File: src/rtl/memory_access_stage_if.sv
// Data-memory bus between memory_access_stage (master) and the data memory (slave).
// A request transfers on a posedge where dmem_req_valid && dmem_req_ready. While valid waits for
// ready, the master keeps we/addr/be/wdata stable. dmem_resp_valid carries load data and has no ready.
interface memory_access_stage_if #(
  parameter int XLEN = 32
);
  logic            dmem_req_valid;
  logic            dmem_req_ready;
  logic            dmem_we;
  logic [XLEN-1:0] dmem_addr;
  logic [3:0]      dmem_be;
  logic [XLEN-1:0] dmem_wdata;
  logic            dmem_resp_valid;
  logic [XLEN-1:0] dmem_resp_rdata;

  modport master (
    output dmem_req_valid, dmem_we, dmem_addr, dmem_be, dmem_wdata,
    input  dmem_req_ready, dmem_resp_valid, dmem_resp_rdata
  );

  modport slave (
    input  dmem_req_valid, dmem_we, dmem_addr, dmem_be, dmem_wdata,
    output dmem_req_ready, dmem_resp_valid, dmem_resp_rdata
  );
endinterface

File: src/rtl/memory_access_stage.sv
// Memory stage: issues data-memory loads/stores, formats load data and builds the rd write-back.
// Defining MEM_MISALIGN_CHECK_EN turns misaligned half/word accesses into request-less, non-writing ops.
module memory_access_stage #(
  parameter int XLEN       = 32,
  parameter int REG_ADDR_W = 5
) (
  input  logic                  clk,
  input  logic                  rst,
  input  logic                  stall,
  input  logic                  flush,
  input  logic [XLEN-1:0]       in_pc,
  input  logic [XLEN-1:0]       in_addr,
  input  logic [XLEN-1:0]       in_wdata,
  input  logic [1:0]            in_width,
  input  logic                  in_is_load,
  input  logic                  in_is_store,
  input  logic                  in_is_load_unsigned,
  input  logic                  in_rd_wen,
  input  logic [REG_ADDR_W-1:0] in_rd_addr,
  input  logic                  in_is_forwardable,
  input  logic [XLEN-1:0]       in_rd_wdata,
  memory_access_stage_if.master dmem,
  output logic                  mem_busy,
  output logic [XLEN-1:0]       out_pc,
  output logic                  out_rd_wen,
  output logic [REG_ADDR_W-1:0] out_rd_addr,
  output logic [XLEN-1:0]       out_rd_wdata,
  output logic                  out_is_forwardable,
  output logic                  out_misaligned,
  output logic [1:0]            dbg_state
);

  typedef enum logic [1:0] {IDLE = 2'd0, REQ = 2'd1, RESP = 2'd2, DONE = 2'd3} state_t;

  typedef struct packed {
    logic [XLEN-1:0]       pc;
    logic [XLEN-1:0]       addr;
    logic [XLEN-1:0]       wdata;
    logic [1:0]            width;
    logic                  is_load;
    logic                  is_store;
    logic                  is_load_unsigned;
    logic                  rd_wen;
    logic [REG_ADDR_W-1:0] rd_addr;
    logic                  is_forwardable;
    logic [XLEN-1:0]       rd_wdata;
  } pipe_t;

  pipe_t           pipe;
  state_t          state;
  logic [XLEN-1:0] load_buf;
  logic            memop;
  logic            misaligned;
  logic [7:0]      ld_byte;
  logic [15:0]     ld_half;
  logic [XLEN-1:0] load_fmt;

  assign memop    = pipe.is_load | pipe.is_store;
  assign mem_busy = memop && (state != DONE);

`ifdef MEM_MISALIGN_CHECK_EN
  assign misaligned = memop && ((pipe.width == 2'd1) ? pipe.addr[0] :
                                (pipe.width != 2'd0) ? (|pipe.addr[1:0]) : 1'b0);
`else
  assign misaligned = 1'b0;
`endif

  // A busy stage owns its instruction: neither flush nor a new capture may disturb it.
  always_ff @(posedge clk) begin
    if (rst) begin
      pipe <= '0;
    end else if (!mem_busy) begin
      if (flush) begin
        pipe <= '0;
      end else if (!stall) begin
        pipe <= '{pc: in_pc, addr: in_addr, wdata: in_wdata, width: in_width,
                  is_load: in_is_load, is_store: in_is_store,
                  is_load_unsigned: in_is_load_unsigned, rd_wen: in_rd_wen,
                  rd_addr: in_rd_addr, is_forwardable: in_is_forwardable,
                  rd_wdata: in_rd_wdata};
      end
    end
  end

  always_ff @(posedge clk) begin
    if (rst) begin
      state    <= IDLE;
      load_buf <= '0;
    end else begin
      case (state)
        IDLE: begin
          if (memop) begin
            if (misaligned)               state <= DONE;
            else if (dmem.dmem_req_ready) state <= pipe.is_store ? DONE : RESP;
            else                          state <= REQ;
          end
        end
        REQ: begin
          if (dmem.dmem_req_ready) state <= pipe.is_store ? DONE : RESP;
        end
        RESP: begin
          if (dmem.dmem_resp_valid) begin
            load_buf <= load_fmt;
            state    <= DONE;
          end
        end
        DONE: begin
          // Leaves when the pipe register takes a new instruction or a bubble.
          if (flush || !stall) state <= IDLE;
        end
        default: state <= IDLE;
      endcase
    end
  end

  assign ld_byte = dmem.dmem_resp_rdata[{pipe.addr[1:0], 3'b000} +: 8];
  assign ld_half = dmem.dmem_resp_rdata[{pipe.addr[1], 4'b0000} +: 16];

  always_comb begin
    load_fmt = dmem.dmem_resp_rdata;
    case (pipe.width)
      2'd0:    load_fmt = {{(XLEN-8){~pipe.is_load_unsigned & ld_byte[7]}}, ld_byte};
      2'd1:    load_fmt = {{(XLEN-16){~pipe.is_load_unsigned & ld_half[15]}}, ld_half};
      default: load_fmt = dmem.dmem_resp_rdata;
    endcase
  end

  assign dmem.dmem_req_valid = memop && !misaligned && ((state == IDLE) || (state == REQ));
  assign dmem.dmem_we        = dmem.dmem_req_valid && pipe.is_store;
  assign dmem.dmem_addr      = {pipe.addr[XLEN-1:2], 2'b00};

  always_comb begin
    dmem.dmem_be    = 4'b1111;
    dmem.dmem_wdata = pipe.wdata;
    case (pipe.width)
      2'd0: begin
        dmem.dmem_be    = 4'b0001 << pipe.addr[1:0];
        dmem.dmem_wdata = {4{pipe.wdata[7:0]}};
      end
      2'd1: begin
        dmem.dmem_be    = 4'b0011 << {pipe.addr[1], 1'b0};
        dmem.dmem_wdata = {2{pipe.wdata[15:0]}};
      end
      default: begin
        dmem.dmem_be    = 4'b1111;
        dmem.dmem_wdata = pipe.wdata;
      end
    endcase
    if (!(dmem.dmem_req_valid && pipe.is_store)) dmem.dmem_be = 4'b0000;
  end

  assign out_pc             = pipe.pc;
  assign out_rd_addr        = pipe.rd_addr;
  assign out_is_forwardable = pipe.is_forwardable;
  assign out_rd_wdata       = pipe.is_load ? load_buf : pipe.rd_wdata;
  assign out_rd_wen         = pipe.rd_wen && !mem_busy && !misaligned;
  assign out_misaligned     = misaligned;
  assign dbg_state          = state;

endmodule
File: src/flat_wrapper.sv
// flat-port wrapper written by rule: the top's interface ports become plain ports
module memory_access_stage_flat 
#(
  parameter int XLEN       = 32,
  parameter int REG_ADDR_W = 5
)
  (clk, rst, stall, flush, in_pc, in_addr, in_wdata, in_width, in_is_load, in_is_store, in_is_load_unsigned, in_rd_wen, in_rd_addr, in_is_forwardable, in_rd_wdata, mem_busy, out_pc, out_rd_wen, out_rd_addr, out_rd_wdata, out_is_forwardable, out_misaligned, dbg_state, dmem_dmem_req_valid, dmem_dmem_we, dmem_dmem_addr, dmem_dmem_be, dmem_dmem_wdata, dmem_dmem_req_ready, dmem_dmem_resp_valid, dmem_dmem_resp_rdata);
  memory_access_stage_if #(.XLEN(XLEN)) dmem_i ();
  input  logic clk;
  input  logic rst;
  input  logic stall;
  input  logic flush;
  input  logic [XLEN-1:0] in_pc;
  input  logic [XLEN-1:0] in_addr;
  input  logic [XLEN-1:0] in_wdata;
  input  logic [1:0] in_width;
  input  logic in_is_load;
  input  logic in_is_store;
  input  logic in_is_load_unsigned;
  input  logic in_rd_wen;
  input  logic [REG_ADDR_W-1:0] in_rd_addr;
  input  logic in_is_forwardable;
  input  logic [XLEN-1:0] in_rd_wdata;
  output logic mem_busy;
  output logic [XLEN-1:0] out_pc;
  output logic out_rd_wen;
  output logic [REG_ADDR_W-1:0] out_rd_addr;
  output logic [XLEN-1:0] out_rd_wdata;
  output logic out_is_forwardable;
  output logic out_misaligned;
  output logic [1:0] dbg_state;
  output wire logic [$bits(dmem_i.dmem_req_valid)-1:0] dmem_dmem_req_valid;
  output wire logic [$bits(dmem_i.dmem_we)-1:0] dmem_dmem_we;
  output wire logic [$bits(dmem_i.dmem_addr)-1:0] dmem_dmem_addr;
  output wire logic [$bits(dmem_i.dmem_be)-1:0] dmem_dmem_be;
  output wire logic [$bits(dmem_i.dmem_wdata)-1:0] dmem_dmem_wdata;
  input wire logic [$bits(dmem_i.dmem_req_ready)-1:0] dmem_dmem_req_ready;
  input wire logic [$bits(dmem_i.dmem_resp_valid)-1:0] dmem_dmem_resp_valid;
  input wire logic [$bits(dmem_i.dmem_resp_rdata)-1:0] dmem_dmem_resp_rdata;
  assign dmem_dmem_req_valid = dmem_i.dmem_req_valid;
  assign dmem_dmem_we = dmem_i.dmem_we;
  assign dmem_dmem_addr = dmem_i.dmem_addr;
  assign dmem_dmem_be = dmem_i.dmem_be;
  assign dmem_dmem_wdata = dmem_i.dmem_wdata;
  assign dmem_i.dmem_req_ready = dmem_dmem_req_ready;
  assign dmem_i.dmem_resp_valid = dmem_dmem_resp_valid;
  assign dmem_i.dmem_resp_rdata = dmem_dmem_resp_rdata;
  memory_access_stage #(.XLEN(XLEN), .REG_ADDR_W(REG_ADDR_W)) u_core (.clk(clk), .rst(rst), .stall(stall), .flush(flush), .in_pc(in_pc), .in_addr(in_addr), .in_wdata(in_wdata), .in_width(in_width), .in_is_load(in_is_load), .in_is_store(in_is_store), .in_is_load_unsigned(in_is_load_unsigned), .in_rd_wen(in_rd_wen), .in_rd_addr(in_rd_addr), .in_is_forwardable(in_is_forwardable), .in_rd_wdata(in_rd_wdata), .dmem(dmem_i), .mem_busy(mem_busy), .out_pc(out_pc), .out_rd_wen(out_rd_wen), .out_rd_addr(out_rd_addr), .out_rd_wdata(out_rd_wdata), .out_is_forwardable(out_is_forwardable), .out_misaligned(out_misaligned), .dbg_state(dbg_state));
endmodule
File: config.mk
export PLATFORM = sky130hd
export DESIGN_NAME = memory_access_stage_flat
export DESIGN_NICKNAME = d
export VERILOG_FILES = /design/src/rtl/memory_access_stage_if.sv /design/src/rtl/memory_access_stage.sv /design/src/flat_wrapper.sv
export SDC_FILE = /design/constraint.sdc
export NUM_CORES = 1
export LEC_CHECK = 0
export CORE_UTILIZATION = 46
export CTS_CLUSTER_SIZE = 12
export DETAILED_ROUTE_END_ITERATION = 16
export GPL_TIMING_DRIVEN = 0
export PLACE_DENSITY = 0.78
export RECOVER_POWER = 100
export SKIP_CTS_REPAIR_TIMING = 1
export SYNTH_ARGS = -nofsm -noshare
export SYNTH_HDL_FRONTEND = slang
export SYNTH_SLANG_ARGS = --single-unit
File: constraint.sdc
create_clock -name clk -period 2.2 [get_ports clk]
set_input_delay 0.33 -clock clk [delete_from_list [all_inputs] [get_ports clk]]
set_output_delay 0.33 -clock clk [all_outputs]
set_load 0.02 [all_outputs]
Yosys cells after proc, flatten, opt, wreduce, memory -nomap -nowiden
Index checks and enable logic that the tools add are counted.
{ "totals": {"register_bits": 174, "in_bits": 178, "out_inout_bits": 145, "wordCells": 59} }
{ "classes": {"eq_ne": 10, "shifts": 4, "mux": 14, "n_bitwise": 5, "reduce_logical": 13} }
{ "ops": {"columns": ["cell", "count"], "rows": [
  ["140-bit two-way mux", 2],
  ["32-bit case mux with 2 select lines", 2],
  ["32-bit two-way mux", 1],
  ["32-bit by 6-bit variable part select with 16-bit output", 1],
  ["32-bit by 6-bit variable part select with 8-bit output", 1],
  ["2-bit two-way mux", 5],
  ["2-bit case mux with 4 select lines", 1],
  ["4-bit case mux with 2 select lines", 1],
  ["2-bit by 1-bit inequality test with 1-bit output, second input constant", 3],
  ["2-bit inequality test, second input constant", 3],
  ["2-bit by 1-bit equality test with 1-bit output, second input constant", 2],
  ["2-bit equality test, second input constant", 2],
  ["1-bit logical AND", 4],
  ["2-bit logical NOT", 2],
  ["4-bit two-way mux", 1],
  ["2-bit AND reduction", 2],
  ["4-bit AND reduction", 1],
  ["1-bit by 2-bit left shift with 4-bit output, first input constant", 1],
  ["2-bit by 2-bit left shift with 4-bit output, first input constant", 1],
  ["1-bit AND", 2],
  ["1-bit logical NOT", 2],
  ["1-bit logical OR", 2],
  ["1-bit inverter", 2],
  ["1-bit two-way mux", 1],
  ["1-bit OR", 1]
]} }

Depth between registers and ports, before layout
Gate-level depths: netlist of the first run.
{ "logic_depth": {"word_depth": 5, "mapped_depth": 7, "mapped_depth_nobuf": 5} }

Least setup slack after synthesis of the first run
No wires, ideal clock.
{ "synth_timing": {"path_kind": "flip-flop to output port", "startpoint": "register u_core.state[0], in the netlist u_core.dbg_state[0]", "endpoint": "output out_rd_wen", "arrival_ns": 1.650, "slack_ns": 0.220, "path_stages_with_launch": 6, "path_buffers": 2, "cell_sequence": "dfxtp_1 -> ha_1 -> o21ba_1 -> clkbuf_1 -> clkbuf_1 -> nor2b_1"} }
{ "synth_via": {"elab_chain_len": 4} }
{ "synth_lines": {"columns": ["item", "line", "source"], "rows": [
  ["start, declared", "memory_access_stage.sv:50", "state_t state;"],
  ["start signal, assigned", "memory_access_stage.sv:94", "else if (dmem.dmem_req_ready) state <= pipe.is_store ? DONE : RESP;"],
  ["start signal, assigned", "memory_access_stage.sv:99", "if (dmem.dmem_req_ready) state <= pipe.is_store ? DONE : RESP;"],
  ["2-bit inequality test", "memory_access_stage.sv:59", "assign mem_busy = memop && (state != DONE);"],
  ["1-bit logical AND", "memory_access_stage.sv:59", null],
  ["named net mem_busy", "flat_wrapper.sv:24", "output logic mem_busy;"],
  ["1-bit logical NOT", null, null],
  ["1-bit logical AND", "memory_access_stage.sv:156", "assign out_rd_wen = pipe.rd_wen && !mem_busy && !misaligned;"],
  ["end, declared", "flat_wrapper.sv:26", "output logic out_rd_wen;"]
]} }
The timed path passes the listed nets, and every way through them passes these cells.

Worst setup path after layout of the first run
{ "layout_timing": {"startpoint": "register u_core.pipe[41] in the netlist's numbering", "endpoint": "output out_rd_wdata[1]"} }
{ "layout_via": {"elab_chain_len": 1} }
{ "layout_lines": {"columns": ["item", "line", "source"], "rows": [
  ["start, declared", "memory_access_stage.sv:49", "pipe_t pipe;"],
  ["start signal, assigned", "memory_access_stage.sv:76", "pipe <= '{pc: in_pc, addr: in_addr, wdata: in_wdata, width: in_width,"],
  ["32-bit two-way mux", "memory_access_stage.sv:155", "assign out_rd_wdata = pipe.is_load ? load_buf : pipe.rd_wdata;"],
  ["end, declared", "flat_wrapper.sv:28", "output logic [XLEN-1:0] out_rd_wdata;"]
]} }
No other way between the ends.

==> results.json, run 1 <==
{
  "drc": 0,
  "yosysMostFrequentCell": "dfxtp_1",
  "synth_edf_count": 0,
  "worst_ir_drop_vdd_uv": 558.7,
  "async_reset_ff_frac": 0,
  "finalMaxSlewViolations": 0,
  "gr-usage-met2": 0.5033,
  "cts_buffer_depth": 2,
  "vias_per_cell": 5.799,
  "wirelength_um": 33240,
  "crit_chain": "buf_6 > mux2_2 > clkdlybuf4s50_1",
  "final_layout_size_suffix_gt1_frac": 0.1486,
  "clk_pin_slew_worst_paths_ps": 70,
  "crit_buf_inv": 2,
  "cts_buffers": 17,
  "synth_common_cells": "dfxtp_1, o21ai_0, a21oi_1, or4b_1, clkbuf_1",
  "max_freq_ghz": 0.4623,
  "place_inst": 1679,
  "dr.pass1.iters": 7,
  "ios": 323,
  "r2r_cells": 6,
  "grt-ovfl-total": 0,
  "port_buffers": 318,
  "ys_types": 45,
  "finalPower_w": 0.008766,
  "power_density_mw_per_mm2": 633.2,
  "min_period_ps": 2163,
  "status": "finished, final reports clean",
  "cts_tree": "built",
  "antenna_found_initial": 0,
  "dp_hpwl_um": 24020,
  "maxSlewHeadroom": 0.4573,
  "yosysWarnings": 0,
  "routed-via-count": 9916,
  "core.rowCount": 52,
  "cp.arrival_ps": 1830,
  "maxCapViolations": 0,
  "crit_type": "flop to output port",
  "die-height_um": 146.0,
  "crit_end": "out_rd_wdata[1]",
  "seq_area_frac_synth": 0.3653,
  "cp-end-kind": "output port",
  "clock_sinks": 174,
  "crit_slowest_cell": "clkdlybuf4s50_1",
  "syn_area_sq_mm": 0.009535,
  "fin_util": 0.6820,
  "crit_required_ps": 1870,
  "cp_top_family": "buffers and inverters",
  "use_met3": 0.07712,
  "fp.coreArea_sq_mm": 0.02030,
  "final.setup.tns_ps": 0,
  "drt_iter0_drc": 808,
  "ys_top_cells_by_area": "dfxtp_1, or4b_1, o21ai_0",
  "p_leak_nw": 6.059,
  "finalCritPeriodShare": 0.9832,
  "wl_per_cell_um": 19.44,
  "layout.cells.non_filler": 1710,
  "syn_avg_cell_area_sq_um": 8.756,
  "htreeDepth": 4,
  "finalSetupViolCount": 0,
  "grt_pass1_vias": 9650,
  "root_buffer": "clkbuf_16",
  "r2r_slack_ps": 90,
  "ant_nets": 0,
  "cp_slowest_stage_delay_ps": 570,
  "clk_latency_ps": 440,
  "cp_num_cells": 3,
  "syn-instance-count": 1089,
  "grt_max_degree": 17,
  "diodes": 0,
  "area_growth_pct": 45.19,
  "nets": 1611,
  "final.setup_skew_ps": 10.34,
  "final_hold_viol_count": 0,
  "critPathMaxFanout": 9,
  "dieArea_sq_mm": 0.02131,
  "grt_pass1_wl_um": 51150,
  "grt_use_total": 0.3029,
  "regToRegEndpoint": "u_core.pipe[14]$_SDFFE_PP0P_",
  "die_w_um": 146.0,
  "ys.flop_type": "dfxtp_1",
  "start_util": 0.4697,
  "r2r_start": "u_core.dbg_state[0]$_SDFFE_PP0P_",
  "gp_congestion": 0.8890,
  "busiest_layer": "met2",
  "grt_use_met1": 0.3682,
  "synth_largest_area_cell": "dfxtp_1",
  "cp-start-kind": "flop",
  "hold_path_class": "input pin to flop",
  "ys_ff_latch": 174,
  "crit_start": "u_core.pipe[41]$_SDFFE_PP0P_",
  "synth_top_area_frac": 0.3653,
  "max_slew.worst_pin.slew_ps": 814.0
}
-- state kept, by name, summed over array words and instances (netlist names) --
name / count
u_core.pipe: 72
u_core.load_buf: 32
u_core.out_pc: 32
u_core.dmem.dmem_addr: 30
u_core.out_rd_addr: 5
u_core.dbg_state: 2
u_core.out_is_forwardable: 1
-- power breakdown --
part | total [W] | internal [W] | switching [W]
Clock | 0.00319 | 0.00182 | 0.00137
Sequential | 0.00353 | 0.00338 | 0.000151
Combinational | 0.00204 | 0.000985 | 0.00106
Total | 0.00877 | 0.00619 | 0.00258
-- cell type report --
type                    instances  area [sq um]
clock buffers                  19         442.9
multi-input cells             708          4921
repair buffers                319          3259
fillers                      1679          6455
clock inverters                12         161.4
flip-flops and latches        174          3491
plain buffers                 202          1209
well taps                     270         337.8
inverters                       6         22.52
-- metrics by stage --
step / setup slack [ps] / cell area, sq um / hold slack, ps
2_1_floorplan: 219.7 / 9543 / 414.1
3_3_place_gp: -826.9 / 13060 / 454.1
3_5_place_dp: -852.9 / 13060 / 464.1
4_1_cts: -1312 / 13670 / 402.4
5_1_grt: -23.01 / 13840 / 459.8
6_report: 37.06 / 13840 / 410.9
-- worst min-delay path by stage --
stage	start	end	slack, ps	cells past startpoint
6_report	rst	u_core.load_buf[1]$_SDFFE_PP0P_	410	2
5_1_grt	rst	u_core.load_buf[1]$_SDFFE_PP0P_	460	2
4_1_cts	rst	u_core.load_buf[1]$_SDFFE_PP0P_	400	2
3_5_place_dp	u_core.pipe[4]$_SDFFE_PP0P_	u_core.pipe[4]$_SDFFE_PP0P_	460	2
3_3_place_gp	u_core.pipe[63]$_SDFFE_PP0P_	u_core.pipe[63]$_SDFFE_PP0P_	450	2
2_1_floorplan	u_core.load_buf[7]$_SDFFE_PP0P_	u_core.load_buf[7]$_SDFFE_PP0P_	410	2
-- routing by layer --
metal	vias to the layer above	part of all wire
li1	4689	-
met1	4669	0.40
met2	479	0.48
met3	79	0.085
met4	0	0.038
met5	-	0
-- placed cells by master, fill, tap and decap left out, drive strengths merged, types with 25 or more instances in the layout --
cell type / n
a21oi: 151
dlygate4sd3: 71
dfxtp: 174
clkdlybuf4s50: 185
dlymetal6s2s: 49
and2: 25
or4b: 140
o21ai: 174
mux2: 50
clkbuf: 132
buf: 103
-- logic make-up (layout without fill, tap and decap cells) --
family,count (synthesis),in the layout,share of synthesized area
AOI/OAI and AO/OA,396,396,0.2311
adders and majority gates,5,5,0.006561
buffers and inverters,209,558,0.1214
DFF,174,174,0.3653
muxes,58,58,0.06745
other,1,3,0.0003933
and+or+nand+nor,246,246,0.2078
No activity file was read; power rests on OpenSTA's default activity.
==> run 2: changes to the inputs <==
- SLEW_MARGIN: not set -> 25
==> results of run 2 <==
Same layout as run 1: the final DEF is identical, and so are final timing and power.
